==> src/rtl/i2c_pkg.sv <==
`default_nettype none
// ============================================================================
// Module   : i2c_pkg
// Purpose  : Shared types and constants for the I2C master arbiter slice.
//            arb_state_t - arbiter FSM state encoding
//            byte_t      - one I2C data byte
//            MASTER_LEN_W - width of the master's read-length port
// Revision : 1.0 - initial release
// ============================================================================
package i2c_pkg;

   localparam int MASTER_LEN_W = 32;

   typedef logic [7:0] byte_t;

   typedef enum logic [2:0] {
      ST_IDLE      = 3'd0,
      ST_LAUNCH    = 3'd1,
      ST_WAIT_BUSY = 3'd2,
      ST_RUN       = 3'd3,
      ST_ERR_ACK   = 3'd4,
      ST_ERR_WAIT  = 3'd5
   } arb_state_t;

endpackage : i2c_pkg
`default_nettype wire

==> src/rtl/i2c_rr_pick.sv <==
`default_nettype none
// ============================================================================
// Module   : i2c_rr_pick
// Purpose  : Combinational requester picker.
//            Default build: round-robin, search starts at ptr_i+1 and wraps,
//            ptr_i itself has the lowest priority.
//            With I2C_ARB_FIXED_PRIO_EN defined: lowest index wins and the
//            ptr_i port does not exist.
// Ports    : req_i     [N_REQ] request vector
//            ptr_i     [PTR_W] index of the last winner (round-robin only)
//            win_oh_o  [N_REQ] one-hot winner (0 when no request)
//            win_idx_o [PTR_W] winner index
//            any_o             at least one request pending
// Revision : 1.0 - initial release
// ============================================================================
module i2c_rr_pick #(
   parameter int N_REQ = 4,
   parameter int PTR_W = $clog2(N_REQ)
) (
   input  logic [N_REQ-1:0] req_i,
`ifndef I2C_ARB_FIXED_PRIO_EN
   input  logic [PTR_W-1:0] ptr_i,
`endif
   output logic [N_REQ-1:0] win_oh_o,
   output logic [PTR_W-1:0] win_idx_o,
   output logic             any_o
);

`ifdef I2C_ARB_FIXED_PRIO_EN
   // Walk from the highest index down so the lowest set index is written last.
   always_comb begin
      win_oh_o  = '0;
      win_idx_o = '0;
      any_o     = |req_i;
      for (int i = N_REQ - 1; i >= 0; i--) begin
         if (req_i[i]) begin
            win_oh_o    = '0;
            win_oh_o[i] = 1'b1;
            win_idx_o   = PTR_W'(i);
         end
      end
   end
`else
   // Walk the search offsets from farthest (ptr itself) to nearest (ptr+1);
   // the nearest requesting offset is written last and therefore wins.
   logic [PTR_W-1:0] idx;

   always_comb begin
      win_oh_o  = '0;
      win_idx_o = '0;
      any_o     = |req_i;
      idx       = '0;
      for (int i = N_REQ; i >= 1; i--) begin
         idx = PTR_W'((int'(ptr_i) + i) % N_REQ);
         if (req_i[idx]) begin
            win_oh_o      = '0;
            win_oh_o[idx] = 1'b1;
            win_idx_o     = idx;
         end
      end
   end
`endif

endmodule : i2c_rr_pick
`default_nettype wire

==> src/rtl/i2c_master_arbiter.sv <==
`default_nettype none
// ============================================================================
// Module   : i2c_master_arbiter
// Purpose  : Shares one i2c_master between N_REQ requesters. Picks a winner,
//            launches its transaction with a one-cycle command strobe,
//            streams its write bytes to the master, routes read bytes back,
//            reports done / NACK per requester and acknowledges master errors.
// Config   : I2C_ARB_FIXED_PRIO_EN - fixed priority (lowest index wins),
//            round-robin pointer removed. Undefined: round-robin.
// Ports    : clock_i, reset_n_i (async, active low)
//            req_i/ctrl_wr_i/len_rd_i     per-requester transaction request
//            wr_valid_i/wr_data_i/wr_ready_o  per-requester write stream
//            rd_valid_o/rd_data_o         read bytes (data broadcast)
//            done_o/err_o                 per-requester completion pulses
//            grant_o                      one-hot current owner
//            m_*                          connection to i2c_master
// Revision : 1.0 - initial release
// ============================================================================
module i2c_master_arbiter
   import i2c_pkg::*;
#(
   parameter int N_REQ = 4,
   parameter int PTR_W = $clog2(N_REQ)
) (
   input  logic                    clock_i,
   input  logic                    reset_n_i,
   input  logic [N_REQ-1:0]        req_i,
   input  logic [N_REQ*8-1:0]      ctrl_wr_i,
   input  logic [N_REQ*8-1:0]      len_rd_i,
   input  logic [N_REQ-1:0]        wr_valid_i,
   input  logic [N_REQ*8-1:0]      wr_data_i,
   output logic [N_REQ-1:0]        wr_ready_o,
   output logic [N_REQ-1:0]        rd_valid_o,
   output logic [7:0]              rd_data_o,
   output logic [N_REQ-1:0]        done_o,
   output logic [N_REQ-1:0]        err_o,
   output logic [N_REQ-1:0]        grant_o,
   output logic                    m_cmd_strobe_o,
   output logic [7:0]              m_ctrl_wr_o,
   output logic [MASTER_LEN_W-1:0] m_len_rd_o,
   output logic                    m_data_available_o,
   output logic [7:0]              m_data_o,
   input  logic                    m_data_read_i,
   input  logic                    m_data_valid_i,
   input  logic [7:0]              m_data_i,
   input  logic                    m_busy_i,
   input  logic                    m_error_i,
   output logic                    m_ack_error_o
);

   arb_state_t       state_q, state_d;
   logic [N_REQ-1:0] grant_q, grant_d;
   logic [PTR_W-1:0] gidx_q,  gidx_d;
`ifndef I2C_ARB_FIXED_PRIO_EN
   logic [PTR_W-1:0] ptr_q,   ptr_d;
`endif

   logic [N_REQ-1:0] win_oh;
   logic [PTR_W-1:0] win_idx;
   logic             win_any;
   logic             xfer_active;

   byte_t ctrl_arr [N_REQ];
   byte_t len_arr  [N_REQ];
   byte_t wdat_arr [N_REQ];

   for (genvar n = 0; n < N_REQ; n++) begin : g_unpack
      assign ctrl_arr[n] = ctrl_wr_i[8*n +: 8];
      assign len_arr[n]  = len_rd_i[8*n +: 8];
      assign wdat_arr[n] = wr_data_i[8*n +: 8];
   end

   i2c_rr_pick #(
      .N_REQ     (N_REQ),
      .PTR_W     (PTR_W)
   ) u_pick (
      .req_i     (req_i),
`ifndef I2C_ARB_FIXED_PRIO_EN
      .ptr_i     (ptr_q),
`endif
      .win_oh_o  (win_oh),
      .win_idx_o (win_idx),
      .any_o     (win_any)
   );

   // ------------------------------------------------------------------------
   // State register
   // ------------------------------------------------------------------------
   always_ff @(posedge clock_i or negedge reset_n_i) begin
      if (!reset_n_i) begin
         state_q <= ST_IDLE;
         grant_q <= '0;
         gidx_q  <= '0;
`ifndef I2C_ARB_FIXED_PRIO_EN
         // Last winner = N_REQ-1 so requester 0 is searched first.
         ptr_q   <= PTR_W'(N_REQ - 1);
`endif
      end else begin
         state_q <= state_d;
         grant_q <= grant_d;
         gidx_q  <= gidx_d;
`ifndef I2C_ARB_FIXED_PRIO_EN
         ptr_q   <= ptr_d;
`endif
      end
   end

   // ------------------------------------------------------------------------
   // Next state and control pulses
   // ------------------------------------------------------------------------
   always_comb begin
      state_d        = state_q;
      grant_d        = grant_q;
      gidx_d         = gidx_q;
`ifndef I2C_ARB_FIXED_PRIO_EN
      ptr_d          = ptr_q;
`endif
      m_cmd_strobe_o = 1'b0;
      m_ack_error_o  = 1'b0;
      done_o         = '0;
      err_o          = '0;

      case (state_q)
         ST_IDLE: begin
            if (win_any) begin
               grant_d = win_oh;
               gidx_d  = win_idx;
`ifndef I2C_ARB_FIXED_PRIO_EN
               ptr_d   = win_idx;
`endif
               state_d = ST_LAUNCH;
            end
         end
         ST_LAUNCH: begin
            m_cmd_strobe_o = 1'b1;
            state_d        = ST_WAIT_BUSY;
         end
         ST_WAIT_BUSY: begin
            if (m_busy_i) begin
               state_d = ST_RUN;
            end
         end
         ST_RUN: begin
            if (!m_busy_i) begin
               if (m_error_i) begin
                  err_o   = grant_q;
                  state_d = ST_ERR_ACK;
               end else begin
                  done_o  = grant_q;
                  grant_d = '0;
                  state_d = ST_IDLE;
               end
            end
         end
         ST_ERR_ACK: begin
            m_ack_error_o = 1'b1;
            state_d       = ST_ERR_WAIT;
         end
         ST_ERR_WAIT: begin
            // Grant is kept until the master has really dropped its error.
            if (!m_error_i) begin
               grant_d = '0;
               state_d = ST_IDLE;
            end
         end
         default: begin
            grant_d = '0;
            state_d = ST_IDLE;
         end
      endcase
   end

   // ------------------------------------------------------------------------
   // Data paths (combinational, owner only)
   // ------------------------------------------------------------------------
   assign xfer_active = (state_q == ST_LAUNCH) || (state_q == ST_WAIT_BUSY) ||
                        (state_q == ST_RUN);

   assign grant_o            = grant_q;
   assign m_ctrl_wr_o        = (state_q == ST_LAUNCH) ? ctrl_arr[gidx_q] : 8'h00;
   assign m_len_rd_o         = (state_q == ST_LAUNCH) ?
                               {{(MASTER_LEN_W-8){1'b0}}, len_arr[gidx_q]} : '0;
   assign m_data_available_o = xfer_active & wr_valid_i[gidx_q];
   assign m_data_o           = xfer_active ? wdat_arr[gidx_q] : 8'h00;
   // grant_q is one-hot, so masking it routes the strobe to the owner only.
   assign wr_ready_o         = (xfer_active && m_data_read_i) ? grant_q : '0;
   assign rd_valid_o         = ((state_q == ST_RUN) && m_data_valid_i) ? grant_q : '0;
   assign rd_data_o          = m_data_i;

endmodule : i2c_master_arbiter
`default_nettype wire

==> config.mk <==
export PLATFORM = sky130hd
export DESIGN_NAME = i2c_master_arbiter
export DESIGN_NICKNAME = d
export VERILOG_FILES = /design/src/rtl/i2c_pkg.sv /design/src/rtl/i2c_rr_pick.sv /design/src/rtl/i2c_master_arbiter.sv
export SDC_FILE = /design/constraint.sdc
export NUM_CORES = 1
export LEC_CHECK = 0
export CAP_MARGIN = 20
export CORE_ASPECT_RATIO = 1.4
export CORE_MARGIN = 2
export CORE_UTILIZATION = 32
export CTS_CLUSTER_DIAMETER = 60
export DETAILED_ROUTE_END_ITERATION = 7
export GPL_TIMING_DRIVEN = 1
export PLACE_DENSITY = 0.83
export SLEW_MARGIN = 20
export SYNTH_ARGS = -nofsm -noshare
export SYNTH_HDL_FRONTEND = slang
export SYNTH_HIERARCHICAL = 1
export SYNTH_SLANG_ARGS = --single-unit
==> constraint.sdc <==
create_clock -name clock_i -period 2.65 [get_ports clock_i]
set_input_delay 0.795 -clock clock_i [delete_from_list [all_inputs] [get_ports clock_i]]
set_output_delay 0.795 -clock clock_i [all_outputs]
set_load 0.005 [all_outputs]
==> results of run 1 <==
kinds of logic (layout without fill, tap and decap cells):
family                     after synthesis  in the layout  synth area share [%]
DFF                                     11             11                  12.9
buffers and inverters                   51            194                  16.4
and+or+nand+nor                         94             94                  26.4
AOI/OAI and AO/OA                       24             24                  8.22
muxes                                   33             33                  32.0
adders and majority gates                6              6                  3.50
xor gates and xnor gates                 1              1                 0.408
other                                    1             24                 0.175
power by group:
part	leakage (uW)	switching, uW	internal, uW
Sequential	0.000132	94.0	254
Clock	0.0000228	63.3	106
Combinational	0.00165	1120	1400
Total	0.00180	1270	1760
path summary, 6_finish.rpt:
kind	startpoint	slack (ns)	depth (start not counted)	endpoint
setup / recovery	ctrl_wr_i[29]	0.02	4	m_ctrl_wr_o[5]
max in group asynchronous	reset_n_i	1.40	1	state_q[2]
setup reg to reg	ptr_q[0]	0.50	7	grant_o[1]
hold / removal	grant_o[0]	0.61	1	grant_o[0]
hold reg to reg	grant_o[0]	0.61	1	grant_o[0]
min in group asynchronous	reset_n_i	0.89	1	gidx_q[0]
routing by layer:
layer / share of wire (%) / global-route usage (%) / vias up
met3: 9.1 / 4.30 / 14
met1: 35 / 22.2 / 1141
li1: - / - / 1100
met2: 55 / 39.8 / 129
met4: 1.7 / 6.98 / 0
met5: 0 / 0 / -
cell usage after synthesis (all sizes together):
master | count | share of area (%)
o211ai | 3 | 1.0
ha | 6 | 3.5
nor2 | 9 | 1.6
a31oi | 1 | 0.29
and3 | 21 | 6.1
nor3b | 1 | 0.35
nand3 | 5 | 1.2
nor2b | 2 | 0.58
xnor2 | 1 | 0.41
a21oi | 4 | 0.93
or2 | 1 | 0.29
and4b | 1 | 0.47
and3b | 1 | 0.41
nor4 | 1 | 0.29
a31o | 1 | 0.41
o21a | 1 | 0.35
mux2 | 3 | 1.6
nand3b | 1 | 0.35
or3b | 2 | 0.82
buf | 43 | 15
a41oi | 4 | 1.6
a22o | 4 | 1.6
inv | 4 | 0.70
nand2b | 3 | 0.87
mux2i | 4 | 2.0
nand2 | 18 | 3.1
and2 | 21 | 6.1
mux4 | 26 | 28
nor4b | 1 | 1.1
or4 | 1 | 0.41
o21ai | 5 | 1.2
or4b | 1 | 0.64
conb | 1 | 0.17
clkbuf | 4 | 0.70
o32ai | 1 | 0.76
dfstp | 2 | 2.4
dfrtp | 9 | 10
nand4b | 4 | 1.6
repair_timing:
| action | CTS | global route |
|---|---|---|
| pin swaps | 20 | 1 |
| setup buffers | 5 | 3 |
| cloned | 0 | 0 |
| resized for setup | 281 | 2 |
| endpoints found under the setup margin | 41 | 8 |
placed cells by master (no fill, tap or decap), drive strengths merged, types with 2 or more instances in the layout:
cell type / instances
nand4b: 4
mux2i: 4
clkbuf: 4
buf: 62
inv: 4
a41oi: 4
nand3: 5
o21ai: 5
mux2: 3
dlygate4sd2: 103
and2: 21
dfrtp: 9
dfstp: 2
mux4: 26
and3: 21
nand2: 18
o211ai: 3
nand2b: 3
a21oi: 4
nor2b: 2
clkdlybuf4s50: 16
conb: 24
clkdlybuf4s15: 5
nor2: 9
ha: 6
a22o: 4
or3b: 2
sequential cells by signal, indices dropped and copies added, names as in the netlist:
| signal | flops |
|---|---|
| grant_o | 4 |
| state_q | 3 |
| gidx_q | 2 |
| ptr_q | 2 |
worst max-delay path, delay by kind of cell:
family	cells	cell delay, ns
buf+inv	2	0.35
mux	1	0.47
simple gates	1	0.21
area by class of cell:
type / count / share of cell area (%)
multi-input cells: 182 / 45.0
repair buffers: 186 / 43.3
flip-flops and latches: 11 / 7.58
well taps: 74 / 2.50
clock buffers: 4 / 1.22
inverters: 4 / 0.406
metrics by stage:
step           total power, uW  cell area, sq um
2_1_floorplan             1820              2230
3_3_place_gp              2760              3750
3_5_place_dp              2820              3750
4_1_cts                   3010              3670
5_1_grt                   3280              3700
6_report                  3030              3700
==> metrics.md, run 1 <==
| Metric | Value |
|---|---|
| Max_slew headroom | `66.7%` |
| Yosys cell types | `43` |
| Util after Layout | `56.7%` |
| Initial Utilization | `32.9%` |
| Max Cap Violations | `0` |
| Layout overhead on the synthesized area | `72.4%` |
| Final cycle utilization of the critical path | `99.2%` |
| Total track usage | `21.0%` |
| CP endpoint kind | `output port` |
| Maximum buffer depth of the clock tree | `2` |
| Fin worst setup slack | `0.0221 ns` |
| Placed Cells incl. Taps | `450` |
| Sink Count | `11` |
| Sequential fraction of the synthesis area | `12.9%` |
| Dpl ws | `-0.542 ns` |
| Vias in the first global route | `2,393` |
| Syn avg cell area | `9.71 sq um` |
| CP cell instances | `dlygate4sd2_1 > mux4_2 > and3_4 > buf_6` |
| Leakage power | `0.00180 uW` |
| Pwr dens | `820 nW/um^2` |
| Slew Viols, Final | `0` |
| Wire per inst | `18.0 um` |
| First-pass GRT wire length | `12.0 mm` |
| Post-Syn Area | `2150 sq um` |
| Min Hold Slack | `0.615 ns` |
| Die Wd | `73.2 um` |
| Ports | `197` |
| Gpl congestion | `0.850` |
| DRT Pass-1 Iters | `4` |
| DR DRC count | `0` |
| Status | `finished, final reports clean` |
| Critical path startpoint category | `primary input` |
| ANT nets after route | `0` |
| Slowest cell delay on critical path | `0.47 ns` |
| Critical path class | `in -> out` |
| Vias per cell | `5.17` |
| Insertion delay to the later sink of the worst-skew pair | `0.24 ns` |
| Hold buffers post-CTS | `0` |
| GRT overflow | `0` |
| # setup viols final | `0` |
| FF/Latch Area | `280 sq um` |
| I/O Buffers | `156` |
| Synthesized flop and latch total | `11` |
| Worst IR Drop VDD | `0.476 mV` |
| Required time of the critical path | `1.86 ns` |
| Initial antenna violation count | `0` |
| Final net count | `512` |
| Largest net degree at the start of global routing | `18` |
| Fillers | `619` |
| CTS buffer count | `3` |
| Fin. Hold Viols | `0` |
| CTS tree | `built` |
| Crit-path slowest cell | `mux4_2` |
| Synthesized instance count | `221` |
| Min cycle time layout | `2.63 ns` |
| Ratio of cells with drive above 1 in the final layout | `32.0%` |
| Worst Tran Pin Value | `0.498 ns` |
| Via count | `2,384` |
| Fmax | `381 MHz` |
| Worst hold path type | `reg -> reg` |
| Data arrival, critical path | `1.83 ns` |
| Setup Skew | `0.00183 ns` |
| Reg clk slew, reported paths | `0.05 ns` |
| Die Area | `7390 sq um` |
| Diodes inserted | `0` |
| Setup TNS | `0 ns` |
| CP max FO | `1` |
| Synth warnings | `6` |
| Initial detailed-routing violation count | `51` |
| HPWL after DPL | `6.92 mm` |
| Root buffer cell | `clkbuf_8` |
| Core ar. | `6530 sq um` |
| Final WL | `8.29 mm` |
| Area of the multi-input gates | `1670 sq um` |
| Die extent in y | `101 um` |
| H-Tree Depth | `1` |
| Site row count | `35` |
| Fin cells | `461` |
No activity file was read; power rests on OpenSTA's default activity.
==> inputs of run 2 (changes only) <==
CELL_PAD_IN_SITES_DETAIL_PLACEMENT = 0   (was unset)
CELL_PAD_IN_SITES_GLOBAL_PLACEMENT = 1   (was unset)
CORE_UTILIZATION = 21   (was 32)
HOLD_SLACK_MARGIN = 0.06   (was unset)
PLACE_DENSITY = unset   (was 0.83)
PLACE_DENSITY_LB_ADDON = 0.1   (was unset)
==> run 2 against run 1 <==
Clock skew grew 0.0038 ns; count of clock-buffer cells in the layout shrank 1; register-to-register slack lost 0.03 ns; cell area grew 3.3%; critical path type unchanged; critical endpoint is now rd_valid_o[0].
==> metrics.md, run 2 (synthesized netlist as in run 1, its figures left out) <==
| Metric | Value |
|---|---|
| Wire per inst | `17.7 um` |
| Required time of the critical path | `1.86 ns` |
| Max_slew headroom | `64.6%` |
| CP endpoint kind | `output port` |
| RSZ-0062 raised after global routing | `false` |
| Total Power | `3140 uW` |
| Final WL | `9.31 mm` |
| Max Cap Violations | `0` |
| ANT nets after route | `0` |
| FF/Latch Area | `280 sq um` |
| Final cycle utilization of the critical path | `99.0%` |
| Leakage power | `0.00191 uW` |
| H-Tree Depth | `1` |
| Gpl congestion | `0.749` |
| Sw frac | `41.3%` |
| Clock power share | `8.9%` |
| Critical path startpoint category | `primary input` |
| Max reg flops | `4` |
| Hold buffers post-CTS | `0` |
| Flop pwr share | `11.5%` |
| DRT Pass-1 Iters | `4` |
| Layout overhead on the synthesized area | `78.1%` |
| Commonest cells after routing, fill and taps aside | `99 x dlygate4sd2_1, 27 x buf_4, 26 x mux4_2, 24 x conb_1, 22 x buf_2` |
| Die extent in y | `124 um` |
| P_sw | `1300 uW` |
| R2R Path End | `grant_o[0]` |
| CTS tree | `built` |
| Worst Hold Path Cells | `2` |
| Site row count | `43` |
| Core ar. | `9950 sq um` |
| Worst IR Drop VDD | `0.429 mV` |
| Setup TNS | `0 ns` |
| Worst Hold Endpoint | `gidx_q[1]` |
| HPWL after DPL | `7.62 mm` |
| Vias per cell | `4.49` |
| Initial antenna violation count | `2` |
| Insertion delay to the later sink of the worst-skew pair | `0.24 ns` |
| First-pass GRT wire length | `13.2 mm` |
| CP cell instances | `clkdlybuf4s50_1 > and3_4 > and2_1 > dlygate4sd2_1` |
| Pwr dens | `822 nW/um^2` |
| Vias in the first global route | `2,271` |
| Commonest non-fill, non-tap cell in the layout | `dlygate4sd2_1` |
| Ports | `197` |
| Initial Utilization | `21.6%` |
| Data arrival, critical path | `1.83 ns` |
| DR DRC count | `0` |
| Sink Count | `11` |
| Critical R2R Launch | `ptr_q[0]` |
| # setup viols final | `0` |
| Combinational share of power | `79.6%` |
| GRT overflow | `0` |
| Status | `finished, final reports clean` |
| Initial detailed-routing violation count | `48` |
| Largest net degree at the start of global routing | `26` |
| Total track usage | `15.7%` |
| Slew Viols, Final | `0` |
| Die Area | `11,100 sq um` |
| Int Pwr | `1840 uW` |
| I/O Buffers | `156` |
| Via count | `2,355` |
| Setup Skew | `0.00563 ns` |
| Maximum buffer depth of the clock tree | `2` |
| Critical path class | `in -> out` |
| Reg clk slew, reported paths | `0.05 ns` |
| CTS buffer count | `3` |
| Fin. Hold Viols | `0` |
| Area of the multi-input gates | `1650 sq um` |
| Ratio of cells with drive above 1 in the final layout | `31.1%` |
| CP max FO | `4` |
| Worst Tran Pin Value | `0.529 ns` |
| Crit-path slowest cell | `clkdlybuf4s50_1` |
| Min cycle time layout | `2.62 ns` |
| Slowest cell delay on critical path | `0.47 ns` |
| Fillers | `1,057` |
| Worst hold path type | `reg -> reg` |
| Fmax | `381 MHz` |
| Final net count | `514` |
| Reg2reg setup slack | `0.47 ns` |
| Die Wd | `89.4 um` |
| Worst R2R Path Depth | `8` |
| Root buffer cell | `clkbuf_16` |
| Hold wc startpoint | `gidx_q[1]` |
==> run 2: layer usage <==
layer  GRT usage (%)  wire length (um)  part of all wire (%)  vias up
li1                -                 -                     -     1106
met1            19.2              3730                    40     1123
met2            27.5              4580                    49      112
met3            3.38               832                   8.9       12
met4            4.38               159                   1.7        2
met5               0                13                  0.14        -
==> run 2: final cells by class <==
cell class                 instances  area share [%]
sequential                        11            7.33
clock inverter                     1           0.131
clock buffer                       3            1.96
timing repair buffer             188            42.5
inverter                           4           0.393
antenna                            1          0.0655
multi-input combinational        182            43.2
tap                              135            4.42
==> run 2: worst max path at each step <==
stage	from	end	slack (ns)
after CTS	len_rd_i[18]	m_len_rd_o[2]	-0.19
after detailed placement	m_error_i	done_o[1]	-0.66
after global placement	m_error_i	done_o[1]	-0.68
final	m_data_valid_i	rd_valid_o[0]	0.03
after floorplan	ptr_q[0]	grant_o[0]	0.27
after global routing	m_data_valid_i	rd_valid_o[0]	0.005
==> run 2: worst max-delay path: cells and delay by family <==
kind                   cells  cell delay [ns]
AND/OR/NAND/NOR            2             0.31
buffers and inverters      2             0.72
==> run 2: power by group through the flow <==
stage	clock network, uW	registers (uW)	logic [uW]
global placement	0	356	2560
CTS	283	361	2510
finish	279	361	2500
detailed placement	0	354	2570
floorplan	0	313	1510
global route	291	379	2740
==> run 2: repair_timing <==
action | CTS | global route
gates resized for setup | 242 | 25
setup buffers | 4 | 1
pin swaps | 24 | 0
setup endpoints to repair | 41 | 21
==> run 2: per-stage QoR <==
step | hold WS (ns) | worst slack [ns] | instance area (sq um) | cells | utilization (%)
after floorplan | 0.477 | 0.268 | 2230 | 244 | -
after global placement | 0.525 | -0.681 | 3850 | 515 | 38.7
after detailed placement | 0.527 | -0.659 | 3850 | 515 | 38.7
after CTS | 0.537 | -0.194 | 3780 | 523 | 38.0
after global routing | 0.560 | 0.00514 | 3820 | 525 | 38.4
final | 0.527 | 0.0271 | 3820 | 525 | 38.4
==> inputs of run 3 (changes only) <==
ABC_AREA = 1   (was unset)
CORE_UTILIZATION = 19   (was 21)
==> run 3 against run 2 <==
Cell count increased by 40%; maximum frequency up 0.94%; die area grew 18%; synthesized cell count increased by 97%; critical endpoint is now m_ctrl_wr_o[4]; setup slack better by 0.025 ns; synthesized area increased by 7.4%; clock power barely moved.
==> metrics.md, run 3 <==
| Metric | Value |
|---|---|
| Status | `finished, final reports clean` |
| HPWL after DPL | `7.93 mm` |
| Sw frac | `53.8%` |
| Layout overhead on the synthesized area | `70.8%` |
| Commonest cells in the netlist | `123 x nor2_1, 71 x nand2_1, 54 x o21ai_0` |
| Area of the multi-input gates | `1640 sq um` |
| Fin. Hold Viols | `0` |
| Int Pwr | `1660 uW` |
| Max reg flops | `4` |
| CP endpoint kind | `output port` |
| Fillers | `1,344` |
| Total track usage | `14.9%` |
| Setup Skew | `0.00394 ns` |
| Largest net degree at the start of global routing | `35` |
| Synthesized flop and latch total | `11` |
| # setup viols final | `0` |
| Critical path startpoint category | `primary input` |
| Sink Count | `11` |
| Critical path class | `in -> out` |
| Pwr dens | `914 nW/um^2` |
| CP cell instances | `clkdlybuf4s50_1 > nor2_1 > nor2_1 > o21ai_0 > a21oi_1 > clkdlybuf4s15_1` |
| Yosys cell types | `25` |
| GRT overflow | `0` |
| Final cycle utilization of the critical path | `98.1%` |
| Final net count | `713` |
| Crit path top cell by count | `nor2_1` |
| Fmax | `385 MHz` |
| Wire per inst | `13.8 um` |
| Worst IR Drop VDD | `0.327 mV` |
| Synth area leaders | `nor2_1 20%, o21ai_0 12%, nand2_1 12%` |
| Gpl congestion | `0.809` |
| Syn avg cell area | `5.29 sq um` |
| DR DRC count | `0` |
| Worst Tran Pin Value | `0.543 ns` |
| Min cycle time layout | `2.60 ns` |
| Via count | `3,198` |
| Top_reg_cell synth | `dfrtp_1` |
| Vias in the first global route | `3,071` |
| DRT Pass-1 Iters | `4` |
| Commonest cells after routing, fill and taps aside | `123 x nor2_1, 113 x clkdlybuf4s50_1, 70 x nand2_1, 49 x o21ai_0, 32 x inv_1` |
| Final WL | `10.1 mm` |
| CP max FO | `1` |
| Most frequent cell after synthesis | `nor2_1` |
| Hold buffers post-CTS | `0` |
| FF/Latch Area | `278 sq um` |
| ANT nets after route | `0` |
| Initial detailed-routing violation count | `124` |
| Slew Viols, Final | `0` |
| Number of flops mapped to enable cells by yosys | `0` |
| Initial Utilization | `19.5%` |
| Commonest non-fill, non-tap cell in the layout | `nor2_1` |
| Die Area | `13,000 sq um` |
| Core ar. | `11,800 sq um` |
| Dpl ws | `-0.458 ns` |
| RSZ-0062 raised after global routing | `false` |
| I/O Buffers | `156` |
| P_sw | `1940 uW` |
| H-Tree Depth | `1` |
| Crit-path slowest cell | `clkdlybuf4s50_1` |
| Synthesized instance count | `436` |
| Worst hold path type | `reg -> reg` |
| Initial antenna violation count | `0` |
| Diodes inserted | `0` |
| Post-Syn Area | `2300 sq um` |
| Max_slew headroom | `63.7%` |
| Reg clk slew, reported paths | `0.04 ns` |
| First-pass GRT wire length | `16.1 mm` |
| Min Hold Slack | `0.555 ns` |
| Site row count | `47` |
| Maximum buffer depth of the clock tree | `2` |
| Async SR Flop Fraction | `100%` |
| Max Cap Violations | `0` |
| Required time of the critical path | `1.86 ns` |
| Synth warnings | `6` |
| Leading area contributor after synthesis | `nor2_1` |
| Slowest cell delay on critical path | `0.45 ns` |
| Data arrival, critical path | `1.80 ns` |
| Ports | `197` |
| Util after Layout | `33.3%` |
| Ratio of cells with drive above 1 in the final layout | `13.8%` |
| Insertion delay to the later sink of the worst-skew pair | `0.24 ns` |
| Flop pwr share | `9.8%` |
| Synth top area share | `20.0%` |
| Root buffer cell | `clkbuf_16` |
| Fin worst setup slack | `0.0516 ns` |
| Leakage power | `0.00194 uW` |
| Sequential fraction of the synthesis area | `12.1%` |
| Die extent in y | `134 um` |
| Combinational share of power | `82.5%` |
| CTS buffer count | `3` |
| Clock power share | `7.7%` |
| Vias per cell | `4.35` |
| Die Wd | `97.1 um` |
| CTS tree | `built` |
## run 3: changes by cell type in the layout (fill, tap and decap cells not counted), moves of 28 or more
| cell | delta |
|---|---|
| clkdlybuf4s50_1 | +98 |
| dlygate4sd2_1 | -85 |
| inv_1 | +28 |
| nand2_1 | +52 |
| nor2_1 | +116 |
| o21ai_0 | +44 |
## run 3: repair_timing
action,in CTS,in global routing
buffers inserted,1,0
pin swaps,5,11
setup endpoints to repair,41,27
gates cloned,0,0
gates resized for setup,74,41
## run 3: cell families (layout without fill, tap and decap cells)
| kind of cell | Yosys count | in the layout | synth area share (%) |
|---|---|---|---|
| other | 1 | 24 | 0.163 |
| AND/OR/NAND/NOR | 237 | 237 | 44.0 |
| buffers and inverters | 89 | 218 | 20.5 |
| flip-flops | 11 | 11 | 12.1 |
| adder cells (fa/ha/maj) | 6 | 6 | 3.26 |
| AO/OA/AOI/OAI | 92 | 92 | 20.0 |
## run 3: metal layers
metal	vias up	GRT usage, %	share of wire (%)
li1	1630	-	-
met1	1429	17.6	40
met5	-	0	0
met3	14	2.24	6.5
met4	0	3.52	1.5
met2	125	28.0	52
## run 3: worst max-delay path: cells and delay by family
| family | cells | cell delay [ns] |
|---|---|---|
| buf+inv | 2 | 0.67 |
| compound gates | 2 | 0.23 |
| simple gates | 2 | 0.12 |
## run 3: area by class of cell
cell class | count | area share [%]
Sequential cell | 11 | 7.05
Timing Repair Buffer | 176 | 40.8
Tap cell | 147 | 4.67
Clock buffer | 4 | 2.00
Multi-Input combinational cell | 359 | 41.7
Inverter | 38 | 3.72
## run 3: path summary, 6_finish.rpt
kind / slack (ns) / to / cells after the start / from
worst max-delay path: 0.05 / m_ctrl_wr_o[4] / 6 / ctrl_wr_i[4]
worst min register to register: 0.56 / grant_o[1] / 2 / grant_o[1]
min in group asynchronous: 0.91 / grant_o[2] / 1 / reset_n_i
worst min-delay path: 0.56 / grant_o[1] / 2 / grant_o[1]
worst max register to register: 0.41 / grant_o[0] / 15 / ptr_q[0]
max in group asynchronous: 1.37 / ptr_q[0] / 1 / reset_n_i
## run 3: per-stage QoR
step / setup TNS, ns / cell area [sq um] / total power, uW / cells
floorplan: 0 / 2390 / 2220 / 459
global placement: -10.80 / 4000 / 3580 / 730
detailed placement: -11.09 / 4000 / 3580 / 730
CTS: 0 / 4050 / 3740 / 735
global route: 0 / 3940 / 4050 / 735
finish: 0 / 3940 / 3600 / 735
## run 3: power groups by stage
stage          sequential [uW]  clock, uW  combinational [uW]
2_1_floorplan              313          0                1910
3_3_place_gp               353          0                3230
3_5_place_dp               355          0                3220
4_1_cts                    354        284                3100
5_1_grt                    368        291                3390
6_report                   351        278                2970
